===== src/rtl/puf_soc_pkg.sv =====
// Shared types for the PUF SoC transmit arbiter: FSM states and grant bit positions.
package puf_soc_pkg;

  typedef enum logic [1:0] {
    IDLE  = 2'd0,
    LOAD  = 2'd1,
    SHIFT = 2'd2,
    GAP   = 2'd3
  } tx_state_t;

  localparam int GNT_NORM = 0;
  localparam int GNT_DBG  = 1;

  localparam int STALL_W = 8;
  localparam int GAP_W   = 4;

endpackage


===== src/rtl/puf_soc_arb2.sv =====
// Two-requester grant logic for the transmit arbiter.
// PUF_SOC_TX_ARB_RR_EN selects alternating priority; otherwise debug always wins.
module puf_soc_arb2
  import puf_soc_pkg::*;
(
`ifdef PUF_SOC_TX_ARB_RR_EN
  input  logic       clk,
  input  logic       rst,
  input  logic       update,
`endif
  input  logic       enable,
  input  logic       norm_valid,
  input  logic       dbg_valid,
  output logic [1:0] grant
);

  logic dbg_first;

`ifdef PUF_SOC_TX_ARB_RR_EN
  logic ptr_dbg_q;

  // The requester granted last loses the next tie; debug is favoured out of reset.
  always_ff @(posedge clk) begin
    if (rst) begin
      ptr_dbg_q <= 1'b1;
    end else if (update) begin
      ptr_dbg_q <= grant[GNT_NORM];
    end
  end

  assign dbg_first = ptr_dbg_q;
`else
  assign dbg_first = 1'b1;
`endif

  always_comb begin
    grant = 2'b00;
    if (enable) begin
      if (dbg_valid && (dbg_first || !norm_valid)) begin
        grant[GNT_DBG] = 1'b1;
      end else if (norm_valid) begin
        grant[GNT_NORM] = 1'b1;
      end
    end
  end

endmodule


===== src/rtl/puf_soc_tx_arbiter.sv =====
// Arbitrates normal/debug frames onto a single serializer with link-stall abort and inter-frame gap.
// Build option PUF_SOC_TX_ARB_RR_EN enables round-robin tie breaking in puf_soc_arb2.
//
// state | meaning
// IDLE  | waiting for a request while the serializer is idle; grant is combinational
// LOAD  | one-cycle load strobe of the captured frame to the serializer
// SHIFT | serializer shifting; stall counter watches i_link_ready
// GAP   | enforced idle time of GAP_CYC cycles before the next grant
module puf_soc_tx_arbiter
  import puf_soc_pkg::*;
#(
  parameter int FRAM_SIZE = 160,
  parameter int GAP_CYC   = 4,
  parameter int STALL_MAX = 255
) (
  input  logic                 clk,
  input  logic                 rst,
  input  logic                 i_norm_valid,
  input  logic [FRAM_SIZE-1:0] i_norm_data,
  output logic                 o_norm_ready,
  input  logic                 i_dbg_valid,
  input  logic [FRAM_SIZE-1:0] i_dbg_data,
  output logic                 o_dbg_ready,
  input  logic                 i_link_ready,
  output logic                 o_ser_valid,
  output logic [FRAM_SIZE-1:0] o_ser_data,
  output logic                 o_ser_mode,
  output logic                 o_ser_en,
  output logic                 o_ser_ready,
  input  logic                 i_ser_ready,
  input  logic                 i_ser_done,
  output logic                 o_busy,
  output logic [1:0]           o_grant,
  output logic                 o_abort
);

  tx_state_t            state_q, state_d;
  logic [FRAM_SIZE-1:0] hold_q;
  logic                 mode_q;
  logic [1:0]           grant_q;
  logic [1:0]           arb_grant;
  logic [STALL_W-1:0]   stall_q;
  logic [GAP_W-1:0]     gap_q;
  logic                 arb_en;
  logic                 xfer;

  assign arb_en = (state_q == IDLE) && !rst && i_ser_ready;
  assign xfer   = (arb_grant[GNT_NORM] && i_norm_valid) ||
                  (arb_grant[GNT_DBG]  && i_dbg_valid);

  puf_soc_arb2 u_arb (
`ifdef PUF_SOC_TX_ARB_RR_EN
    .clk        (clk),
    .rst        (rst),
    .update     (xfer),
`endif
    .enable     (arb_en),
    .norm_valid (i_norm_valid),
    .dbg_valid  (i_dbg_valid),
    .grant      (arb_grant)
  );

  always_ff @(posedge clk) begin
    if (rst) begin
      state_q <= IDLE;
      hold_q  <= '0;
      mode_q  <= 1'b0;
      grant_q <= 2'b00;
      stall_q <= '0;
      gap_q   <= '0;
    end else begin
      state_q <= state_d;
      if (xfer) begin
        hold_q  <= arb_grant[GNT_DBG] ? i_dbg_data : i_norm_data;
        mode_q  <= arb_grant[GNT_DBG];
        grant_q <= arb_grant;
      end else if (state_q == GAP && state_d == IDLE) begin
        grant_q <= 2'b00;
      end
      stall_q <= (state_q == SHIFT && !i_link_ready) ? stall_q + 1'b1 : '0;
      gap_q   <= (state_q == GAP) ? gap_q + 1'b1 : '0;
    end
  end

  // Everything is forced low while rst is high, even before the first reset edge lands.
  always_comb begin
    state_d      = state_q;
    o_norm_ready = 1'b0;
    o_dbg_ready  = 1'b0;
    o_ser_valid  = 1'b0;
    o_ser_data   = '0;
    o_ser_mode   = 1'b0;
    o_ser_en     = 1'b0;
    o_ser_ready  = 1'b0;
    o_busy       = 1'b0;
    o_grant      = 2'b00;
    o_abort      = 1'b0;
    if (!rst) begin
      case (state_q)
        IDLE: begin
          o_norm_ready = arb_grant[GNT_NORM];
          o_dbg_ready  = arb_grant[GNT_DBG];
          o_grant      = arb_grant;
          if (xfer) state_d = LOAD;
        end
        LOAD: begin
          o_busy      = 1'b1;
          o_grant     = grant_q;
          o_ser_valid = 1'b1;
          o_ser_data  = hold_q;
          o_ser_mode  = mode_q;
          state_d     = SHIFT;
        end
        SHIFT: begin
          o_busy      = 1'b1;
          o_grant     = grant_q;
          o_ser_en    = 1'b1;
          o_ser_ready = i_link_ready;
          o_ser_mode  = mode_q;
          // A frame end in the same cycle as the final stall wins over the abort.
          if (i_ser_done) begin
            state_d = GAP;
          end else if (!i_link_ready && stall_q == STALL_W'(STALL_MAX - 1)) begin
            o_abort = 1'b1;
            state_d = GAP;
          end
        end
        GAP: begin
          o_busy  = 1'b1;
          o_grant = grant_q;
          if (gap_q == GAP_W'(GAP_CYC - 1)) state_d = IDLE;
        end
        default: state_d = IDLE;
      endcase
    end
  end

endmodule


===== config.mk =====
export PLATFORM = sky130hd
export DESIGN_NAME = puf_soc_tx_arbiter
export DESIGN_NICKNAME = d
export VERILOG_FILES = /design/src/rtl/puf_soc_pkg.sv /design/src/rtl/puf_soc_arb2.sv /design/src/rtl/puf_soc_tx_arbiter.sv
export SDC_FILE = /design/constraint.sdc
export NUM_CORES = 1
export LEC_CHECK = 0
export CORE_AREA = 8 8 188 190
export CTS_BUF_LIST = sky130_fd_sc_hd__clkbuf_4
export DETAILED_ROUTE_END_ITERATION = 6
export DIE_AREA = 0 0 196 198
export PLACE_DENSITY = 0.62
export SYNTH_ARGS = -nofsm -noshare
export SYNTH_HDL_FRONTEND = slang
export SYNTH_SLANG_ARGS = --single-unit
export TNS_END_PERCENT = 10

===== constraint.sdc =====
create_clock -name clk -period 4.9 [get_ports clk]
set_input_delay 0.98 -clock clk [delete_from_list [all_inputs] [get_ports clk]]
set_output_delay 0.98 -clock clk [all_outputs]
set_load 0.01 [all_outputs]

# Word level (Yosys, flattened, before mapping)
# Index checks and enable logic that the tools add are counted.
[classes]
n_eq_ne = 5
addsub = 2
n_bitwise = 2
n_reduce_logical = 17
muxes = 35
[ops]
columns = ["op", "count"]
rows = [
  ["two-way mux 160 bit", 3],
  ["two-way mux 1 bit", 21],
  ["two-way mux 2 bit", 9],
  ["adder 8 x 1 -> 8 bit (second input constant)", 1],
  ["equality test 8 bit (second input constant)", 1],
  ["case mux 2 bit (4 select lines)", 1],
  ["logical AND 1 bit", 7],
  ["OR reduction 2 bit", 3],
  ["adder 4 x 1 -> 4 bit (second input constant)", 1],
  ["equality test 2 bit (second input constant)", 2],
  ["equality test 4 x 2 -> 1 bit (second input constant)", 1],
  ["logical NOT 2 bit", 2],
  ["case mux 2 bit (2 select lines)", 1],
  ["OR reduction 3 bit", 1],
  ["equality test 2 x 1 -> 1 bit (second input constant)", 1],
  ["logical NOT 1 bit", 2],
  ["inverter 1 bit", 2],
  ["nonzero test 2 bit", 1],
  ["logical OR 1 bit", 1],
]
[totals]
register_bits = 177
input_bits = 327
output_inout_bits = 170
wordCells = 67

# Depth between registers and ports, before layout
# Gate-level depths: netlist of run 1.
[logic_depth]
word_depth = 13
ltp_mapped = 10
mapped_depth_nobuf = 7

# Cells and area by module
# From an unflattened synthesis of run 1, not the netlist that was laid out.
[hier_totals]
hier_cells = 998
area_unflattened_um2 = 8964.8
[modules_own_cells]
columns = ["module", "cells_each", "seq_area_each_um2", "area_each_um2", "n_inst"]
rows = [
  ["puf_soc_tx_arbiter", 996, 3543.4, 8948.6, 1],
  ["puf_soc_arb2", 2, 0.0, 16.3, 1],
]

# Worst setup path after synthesis of run 1
# Ideal clock, no wire load.
[synth_timing]
kind = "input to output"
startpoint = "input rst"
endpoint = "output o_grant[0]"
required_time_ps = 3920
path_slack_ps = 1719
t_arrival_ps = 2201
cell_stages = 4
path_buffers = 1
path_cell_list = "buf_2 > nor4b_1 > mux2i_1 > nor2_1"
[synth_via]
elab_chain_cells = 6
[synth_rtl]
columns = ["element", "line_no", "rtl"]
rows = [
  ["from (decl)", "puf_soc_tx_arbiter.sv:17", "input logic rst,"],
  ["logical NOT 1 bit", "-", ""],
  ["logical AND 1 bit (2 in a row)", "puf_soc_tx_arbiter.sv:47", "assign arb_en = (state_q == IDLE) && !rst && i_ser_ready;"],
  ["two-way mux 2 bit", "puf_soc_arb2.sv:38", "if (enable) begin"],
  ["case mux 2 bit (2 select lines)", "puf_soc_tx_arbiter.sv:99", "case (state_q)"],
  ["two-way mux 2 bit *", "puf_soc_tx_arbiter.sv:98", "if (!rst) begin"],
  ["to (decl)", "puf_soc_tx_arbiter.sv:33", "output logic [1:0] o_grant,"],
]
# Mark *: on every way between the ends. The rest lies on a longest branch, timed or not.

# Worst setup path in the final report of run 1
[layout_timing]
startpoint = "input i_ser_ready"
endpoint = "output o_grant[0]"
[layout_via]
elab_chain_cells = 4
[layout_rtl]
columns = ["element", "line_no", "rtl"]
rows = [
  ["from (decl)", "puf_soc_tx_arbiter.sv:30", "input logic i_ser_ready,"],
  ["logical AND 1 bit", "puf_soc_tx_arbiter.sv:47", ""],
  ["two-way mux 2 bit", "puf_soc_arb2.sv:38", ""],
  ["case mux 2 bit (2 select lines)", "puf_soc_tx_arbiter.sv:99", ""],
  ["two-way mux 2 bit", "puf_soc_tx_arbiter.sv:98", ""],
]
# Every way passes these cells.

==> key figures, run 1 <==
Die
  – Die Ht: roughly 200 um
  – Starting density of the core: 0.287
  – Num rows: 66
  – Die Span X: 196 um
  – I/O Pins: approximately 500
  – Die area: between 30000 and 40000 sq um
  – Core area: 32200 sq um

Synth
  – Syn nets: 1517
  – Synth area leader: dfxtp_1
  – Post-synth cell types: 36
  – Post-Syn Area: 9230 sq um
  – Post-synth top area share: 0.384
  – Register area share after synthesis: 0.384
  – Mapped Cells: 1181
  – Synth Warn #: 0
  – Avg Inst Size Synth: approximately 7.8 sq um
  – Synth Register Bits: 177
  – Area contributors post-synth: dfxtp_1, nand2_1, and2_1

Timing
  – Worst-Margin Slew: 1000 ps
  – Clock skew: 24.5 ps
  – Worst slew margin: 0.331
  – Fin. Hold Viols: 0
  – F_max: 247 MHz
  – Final worst path period share: 0.827
  – Minimum clock period: about 4100 ps
  – Pins Over Slew Limit: 0
  – Worst hold slack: 470 ps
  – RSZ-0062 raised after global routing: no
  – Setup violators final: 0
  – TNS Setup: 0 ps

Detailed routing
  – Via density: between 4 and 5
  – Initial DRC Count: about 530
  – Avg WL per Cell: 18.7 um
  – Routed via count: roughly 10000
  – # DRC: 0
  – Total routed wirelength: 38.0 mm
  – Antenna Nets Post-Route: 0
  – Pre-antenna DRT Iters: 5

Job
  – Number of max-cap violations: 0

Placed design
  – Dpl hpwl: 27.3 mm
  – Placed Area: about 14000 sq um
  – RePlAce Congestion: roughly 0.86
  – PortBufs: 496

Finish
  – Commonest non-fill, non-tap cells in the layout: clkdlybuf4s50_1, nand2_1, dfxtp_1, nor2_1, and2_1
  – Nets@finish: 1933
  – Fraction of layout instances using a drive strength above 1: 0.0634
  – # fillers: 3229
  – Commonest non-fill, non-tap cell in the layout: clkdlybuf4s50_1
  – Area growth, synth to finish: 58.8%
  – Finished layout cell area: 14700 sq um

Worst setup path
  – Setup Crit Path Kind: input port to output pin
  – Critical Path AT: 3070 ps
  – Crit path max fanout: 4
  – Critical path startpoint category: input port
  – WP data required: 3920 ps
  – Worst setup EP type: output pin

GRT
  – Vias in the first global route: between 9000 and 10000
  – GRT overflow: 0
  – Initial antenna violation count: 7
  – Largest net degree at the start of global routing: about 160
  – Total track usage: 0.188
  – First-pass GRT wire length: 57.1 mm

Clock tree
  – Clock-pin slew on the worst setup and hold paths: 140 ps
  – Sink Count: approximately 180
  – Num CTS Buffers: 17
  – Post-cts repair resize count: 0
  – CTS Root Cell: clkbuf_4
  – Hold-fix buffers at CTS: 0
  – CTS tree: yes
  – Postcts setup bufs: 0
  – Clock Latency Late Sink: between 600 and 700 ps
  – H-tree lvl count: 4
  – CTS Buffer Depth: 2

Power and ir drop
  – Leak pwr: about 5.3 nW
  – Peak VDD IR: 0.144 mV
  – Power Dens Cells: 261 nW/um^2

Worst hold path
  – Hold Path Class: flip-flop to flip-flop

Outcome
  – Status: finished, final reports clean
## critical path: stages
cell             delay (ps)
clkdlybuf4s50_1         520
nand2_1                 150
nor4b_1                 560
mux2i_1                 190
nor2_1                  130
clkdlybuf4s50_1         550
## layout make-up
type	instances	area, sq um	area share
Sequential cell	177	3540	0.242
Inverter	7	28.8	0.00196
Antenna cell	8	20.0	0.00137
Timing Repair Buffer	506	5100	0.348
Clock buffer	19	143	0.00974
Clock inverter	13	120	0.00820
Multi-Input combinational cell	888	5180	0.354
Tap cell	408	510	0.0348
## metrics by stage
step	setup WS, ps	utilization	total power, mW	cells
3_3_place_gp	886	0.446	3.00	1986
2_1_floorplan	1720	-	2.46	1181
4_1_cts	815	0.454	3.89	2018
5_1_grt	580	0.455	4.09	2025
3_5_place_dp	851	0.446	3.02	1986
6_report	847	0.455	3.83	2026
## state kept, by name, indices dropped and copies added (netlist names)
name / cells
hold_q: 160
stall_q: 8
gap_q: 4
grant_q: 2
state_q: 2
mode_q: 1
## metal layers
metal / global-route usage / routed length, um
met5: 0 / 0
met4: 0.0893 / 1150
met1: 0.222 / 15200
met2: 0.315 / 19100
met3: 0.0475 / 2580
## cell usage after synthesis
cell	n
a21o_1	1
clkinv_2	1
nand4_1	2
mux2i_1	1
ha_1	9
buf_2	50
nor2b_1	6
and3_1	4
and4_1	1
nor3_4	1
nor3_1	3
or2_2	1
nor3b_1	3
a311oi_2	60
and2_1	161
xnor2_1	2
clkbuf_1	51
inv_1	6
xor2_1	6
nand2b_1	2
dfxtp_1	177
a21oi_1	3
o22ai_1	1
o21ai_0	6
nand3_1	6
o211ai_1	1
o2111a_1	1
o21bai_1	1
a221o_1	1
nand2_1	326
a311oi_1	101
nor4b_1	1
o31ai_1	1
buf_1	3
nor2_1	176
buf_4	5
## path summary, 6_finish.rpt
check	endpoint	depth (start not counted)	slack (ps)	from
setup / recovery	o_grant[0]	6	850	i_ser_ready
hold / removal	mode_q	2	470	mode_q
setup reg to reg	hold_q[24]	8	2150	state_q[0]
hold reg to reg	mode_q	2	470	mode_q
## power breakdown
part | internal [mW] | switching [mW]
clock network | 0.304 | 0.536
registers | 1.63 | 0.0952
logic | 0.616 | 0.649
## cells by family (layout without fill, tap and decap cells)
| logic type | after synthesis | count (layout) | synth area share |
|---|---|---|---|
| compound gates | 177 | 177 | 0.205 |
| xor+xnor | 8 | 8 | 0.00759 |
| fa+ha+maj | 9 | 9 | 0.0122 |
| buf+inv | 116 | 545 | 0.0561 |
| flops | 177 | 177 | 0.384 |
| mux | 1 | 1 | 0.00108 |
| other cells | 0 | 8 | 0 |
| simple gates | 693 | 693 | 0.334 |
(Power assumes the default switching activity.)
==> inputs of run 2 (changes only) <==
- CORE_AREA: 8 8 188 190 -> 8 8 189 191
- DIE_AREA: 0 0 196 198 -> 0 0 197 199
- PLACE_DENSITY: 0.62 -> 0.61
- clock period: 4.9 -> 4.1 ns (I/O delays scaled with it)
==> run 2 against run 1 <==
  * Core utilization fell by 0.57 points
  * Die area rose by 1.0%
  * Non-clock buffer count is 3 higher
  * Highest routed layer unchanged
  * Wire length rose by 0.42%
  * Critical endpoint unchanged
==> key figures, run 2 (same netlist as run 1, synthesis figures left out) <==
Detailed routing
  – Routed via count: 9741 (-0.20%)
  – # DRC: 0 (unchanged)
  – Antenna Nets Post-Route: 0 (unchanged)
  – Via density: 4.71 (-2.2%)
  – Pre-antenna DRT Iters: 5 (unchanged)
  – Avg WL per Cell: 18.4 um (-1.6%)
  – Initial DRC Count: 500 (-5.5%)
  – Total routed wirelength: 38.1 mm (+0.42%)

Clock tree
  – Clock-pin slew on the worst setup and hold paths: 160 ps (+20 ps)
  – Num CTS Buffers: 17 (unchanged)
  – Sink Count: 177 (unchanged)
  – Post-cts repair resize count: 0 (unchanged)
  – Postcts setup bufs: 0 (unchanged)
  – H-tree lvl count: 4 (unchanged)
  – CTS tree: yes
  – Clock Latency Late Sink: 620 ps (about the same)
  – Hold-fix buffers at CTS: 0 (unchanged)
  – CTS Buffer Depth: 2 (unchanged)
  – CTS Root Cell: clkbuf_4

Worst setup path
  – Largest delay share family, worst path: buffers and inverters
  – CP peak stage delay: 550 ps (about the same)
  – Critical path startpoint category: flip-flop
  – Worst path cell trace: inv_1 > ha_1 > nand2_1 > nor4b_1 > buf_4 > mux2i_1 > nor2_1 > clkdlybuf4s50_1
  – Setup Crit Path Kind: flip-flop to output pin
  – Critical Path AT: 2740 ps (-330 ps)
  – Crit path max fanout: 10 (+6)
  – Critical path's slowest cell: clkdlybuf4s50_1
  – Worst setup EP type: output pin
  – WP data required: 3280 ps (-640 ps)
  – Reg2reg start: state_q[0]
  – Worst Path Buf+Inv: 3 (+1)
  – Crit path from: state_q[0]

Timing
  – RSZ-0062 raised after global routing: no
  – Setup violators final: 0 (unchanged)
  – F_max: 281 MHz
  – Worst-Margin Slew: 1030 ps (+30.2 ps)
  – Final worst path period share: 0.868
  – Clock skew: 30.6 ps (+6.12 ps)
  – Minimum clock period: between 3000 and 4000 ps
  – Worst hold slack: 470 ps (+0.725 ps)
  – Fin. Hold Viols: 0 (unchanged)
  – Pins Over Slew Limit: 0 (unchanged)
  – TNS Setup: 0 ps (unchanged)
  – Post-route setup slack: 539 ps (-307 ps)
  – Worst slew margin: 0.311 (-0.0201)

Die
  – Starting density of the core: 0.281 (-0.00572)
  – Core area: 32900 sq um (+2.0%)
  – Die Ht: 199 um (+0.51%)
  – I/O Pins: 497 (unchanged)
  – Num rows: 67 (+1.5%)
  – Die area: 39200 sq um (+1.0%)
  – Die Span X: 197 um (+0.51%)

Placed design
  – RePlAce Congestion: 0.834 (-3.0%)
  – Dpl cells: 2029 (+2.2%)
  – PortBufs: 496 (unchanged)
  – Setup WS pre-CTS: 662 ps (-190 ps)
  – Dpl hpwl: 27.4 mm (+0.24%)
  – Placed Area: 14500 sq um (+0.59%)

Outcome
  – Status: finished, final reports clean

Finish
  – Final non-filler cell total: 2068 (+2.1%)
  – Commonest non-fill, non-tap cell in the layout: clkdlybuf4s50_1
  – Fraction of layout instances using a drive strength above 1: 0.0663 (+0.00298)
  – Area growth, synth to finish: 60.0%
  – Commonest non-fill, non-tap cells in the layout: clkdlybuf4s50_1, nand2_1, dfxtp_1, nor2_1, and2_1
  – Top Registers: hold_q: 160 flops, stall_q: 8 flops, gap_q: 4 flops
  – # fillers: 3346 (+3.6%)
  – Top reg by flops: hold_q
  – Nets@finish: 1936 (+0.16%)
  – Finished layout cell area: 14800 sq um (+0.76%)
  – Utilization after layout: 0.449 (-0.00569)
  – Max FFs per register: 160 (unchanged)

Job
  – Number of max-cap violations: 0 (unchanged)

GRT
  – Vias in the first global route: 9337 (-1.8%)
  – Total track usage: 0.185 (-0.00245)
  – First-pass GRT wire length: 56.5 mm (-1.1%)
  – Initial antenna violation count: 7 (unchanged)
  – GRT overflow: 0 (unchanged)
  – Largest net degree at the start of global routing: 162 (unchanged)

Worst hold path
  – Hold Path Class: flip-flop to flip-flop
  – Min-delay src: gap_q[0]

Power and ir drop
  – Power Dens Cells: 316 nW/um^2 (+21%)
  – Leak pwr: 5.33 nW (+0.57%)
  – Pwr Total: 4.67 mW (+22%)
  – Peak VDD IR: 0.178 mV (+23%)
==> run 2: changes by cell type in the layout (fill, tap and decap cells not counted), sizes merged <==
cell / delta
buf: +3
bufinv: +1
clkbuf: -2
clkinv: -2
clkinvlp: +1
diode: -1
inv: +2
==> run 2: report_power, final <==
part	total, mW	internal, mW	leakage (nW)	switching [mW]
Clock	1.10	0.416	0.148	0.681
Combinational	1.51	0.741	3.73	0.773
Sequential	2.06	1.94	1.45	0.114
Total	4.67	3.10	5.33	1.57
==> run 2: final timing paths <==
check / endpoint / slack [ps] / depth (start not counted)
hold / removal: gap_q[0] / 470 / 1
setup reg to reg: hold_q[32] / 1460 / 8
hold reg to reg: gap_q[0] / 470 / 1
setup / recovery: o_grant[0] / 540 / 8
==> run 2: layout make-up <==
class,count,area (sq um),share of cell area
multi-input cells,888,5180,0.351
diodes,7,17.5,0.00119
clock inverters,15,164,0.0111
well taps,448,561,0.0380
inverters,7,28.8,0.00195
clock buffers,17,128,0.00864
repair buffers,509,5140,0.348
flip-flops and latches,177,3540,0.240
==> run 2: per-layer routing <==
layer	up-vias	GRT usage	share of wire
met3	36	0.0518	0.067
li1	4847	-	-
met5	-	0	0
met4	0	0.0660	0.020
met2	330	0.313	0.50
met1	4528	0.223	0.41
==> inputs of run 3 (changes only) <==
- PLACE_DENSITY: 0.61 -> not set
- PLACE_DENSITY_LB_ADDON: not set -> 0.12
==> run 3 against run 2 <==
  * Critical path depth shrank 3
  * Cell count is essentially flat
  * Non-clock buffer count shrank 1
  * Critical path type unchanged
==> key figures, run 3 (same netlist as run 1, synthesis figures left out) <==
Power and ir drop
  – Power Dens Cells: 315 nW/um^2 (-0.52%)
  – Sw power: 1.53 mW (-2.4%)
  – Leak pwr: 5.33 nW (+0.16%)
  – Net Sw Frac: 0.329 (-0.00659)
  – Pwr Total: 4.65 mW (-0.44%)
  – Seq pwr share: 0.445 (+0.004)
  – Logic pwr share: 0.324 (about the same)
  – P_int: 3.12 mW (+0.55%)
  – Clk network pwr share: 0.231 (-0.004)
  – Peak VDD IR: 0.204 mV (+15%)

Placed design
  – Setup WS pre-CTS: 638 ps (-23.8 ps)
  – Dpl hpwl: 28.4 mm (+3.6%)
  – Dpl cells: 2028 (-0.049%)
  – RePlAce Congestion: 0.798 (-4.3%)
  – PortBufs: 496 (unchanged)

Clock tree
  – CTS tree: yes
  – Clock-pin slew on the worst setup and hold paths: 150 ps (about the same)
  – Hold-fix buffers at CTS: 0 (unchanged)
  – Num CTS Buffers: 17 (unchanged)
  – Sink Count: 177 (unchanged)
  – Postcts setup bufs: 0 (unchanged)
  – Post-cts repair resize count: 0 (unchanged)
  – CTS Root Cell: clkbuf_4
  – CTS Buffer Depth: 2 (unchanged)
  – Clock Latency Late Sink: 590 ps (-30 ps)
  – H-tree lvl count: 4 (unchanged)

GRT
  – First-pass GRT wire length: 58.1 mm (+2.8%)
  – Total track usage: 0.191 (+0.00590)
  – Vias in the first global route: 9556 (+2.3%)
  – Initial antenna violation count: 10 (+3)
  – Largest net degree at the start of global routing: 162 (unchanged)
  – GRT overflow: 0 (unchanged)

Finish
  – Final non-filler cell total: 2070 (+0.097%)
  – Max FFs per register: 160 (unchanged)
  – Top Registers: hold_q: 160 flops, stall_q: 8 flops, gap_q: 4 flops
  – Utilization after layout: 0.450 (about the same)
  – Fraction of layout instances using a drive strength above 1: 0.0664 (about the same)
  – Top reg by flops: hold_q
  – Commonest non-fill, non-tap cells in the layout: clkdlybuf4s50_1, nand2_1, dfxtp_1, nor2_1, and2_1
  – Commonest non-fill, non-tap cell in the layout: clkdlybuf4s50_1
  – Nets@finish: 1935 (-0.052%)
  – Area growth, synth to finish: 60.1% (about the same)

Die
  – Num rows: 67 (unchanged)
  – Starting density of the core: 0.281 (unchanged)
  – Die Span X: 197 um (unchanged)
  – Die Ht: 199 um (unchanged)
  – Core area: 32900 sq um (unchanged)
  – Die area: 39200 sq um (unchanged)
  – I/O Pins: 497 (unchanged)

Detailed routing
  – Antenna Nets Post-Route: 0 (unchanged)
  – Initial DRC Count: 332 (-34%)
  – # DRC: 0 (unchanged)
  – Routed via count: 9621 (-1.2%)
  – Pre-antenna DRT Iters: 5 (unchanged)
  – Avg WL per Cell: 19.0 um (+3.2%)
  – Total routed wirelength: 39.4 mm (+3.3%)
  – Via density: 4.65 (-1.3%)

Job
  – Number of max-cap violations: 0 (unchanged)

Timing
  – Final worst path period share: 0.893 (+0.0243)
  – Worst-Margin Slew: 1000 ps (-31.8 ps)
  – RSZ-0062 raised after global routing: no
  – Clock skew: 20.2 ps (-10.4 ps)
  – Worst slew margin: 0.332 (+0.0212)
  – Minimum clock period: 3660 ps (+99.6 ps)
  – Pins Over Slew Limit: 0 (unchanged)
  – Post-route setup slack: 440 ps (-99.6 ps)
  – Fin. Hold Viols: 0 (unchanged)
  – F_max: 273 MHz (-2.7%)
  – TNS Setup: 0 ps (unchanged)
  – Setup violators final: 0 (unchanged)

Outcome
  – Status: finished, final reports clean

Worst setup path
  – Worst setup EP type: output pin
  – WP data required: 3280 ps (about the same)
  – Setup Crit Path Kind: flip-flop to output pin
  – Critical path startpoint category: flip-flop
  – Crit path max fanout: 65 (+55)
  – Critical Path AT: 2840 ps (+100 ps)

Worst hold path
  – Hold Path Class: input port to flip-flop
run 3: worst max-delay path: stages, from the launching register on:
cell and delay [ps]:
dfxtp_1 570, ha_1 240, nor2b_4 180, buf_4 440
and2_1 220, clkdlybuf4s50_1 540
run 3: area by class of cell:
class	count	area, sq um
well taps	448	561
multi-input cells	888	5180
clock buffers	20	150
flip-flops and latches	177	3540
diodes	10	25.0
repair buffers	508	5140
fillers	3401	18100
clock inverters	12	141
inverters	7	28.8
run 3: per-stage QoR:
stage          area [sq um]  hold slack (ps)
2_1_floorplan          9230              418
3_3_place_gp          14500              437
3_5_place_dp          14500              436
4_1_cts               14800              362
5_1_grt               14800              359
6_report              14800              444
run 3: path summary, 6_finish.rpt:
check	from	end	slack, ps	cells past startpoint
min	rst	mode_q	440	2
max	state_q[0]	o_ser_data[147]	440	5
min reg2reg	gap_q[0]	gap_q[0]	450	1
max reg2reg	state_q[0]	hold_q[47]	1540	7
run 3: per-layer routing:
layer  wire [um]  track usage  share of wire  vias to the layer above
met3        2740       0.0616          0.070                       34
met1       16000        0.221           0.41                     4474
met5           0            0              0                        -
li1            -            -              -                     4829
met2       20000        0.332           0.51                      284
met4         677       0.0607          0.017                        0
run 3: power groups by stage:
stage	sequential (mW)	combinational, mW	clock (mW)
finish	2.07	1.51	1.07
global route	2.10	1.67	1.19
CTS	2.07	1.52	1.14
detailed placement	2.11	1.52	0
global placement	2.11	1.50	0
floorplan	2.06	0.883	0
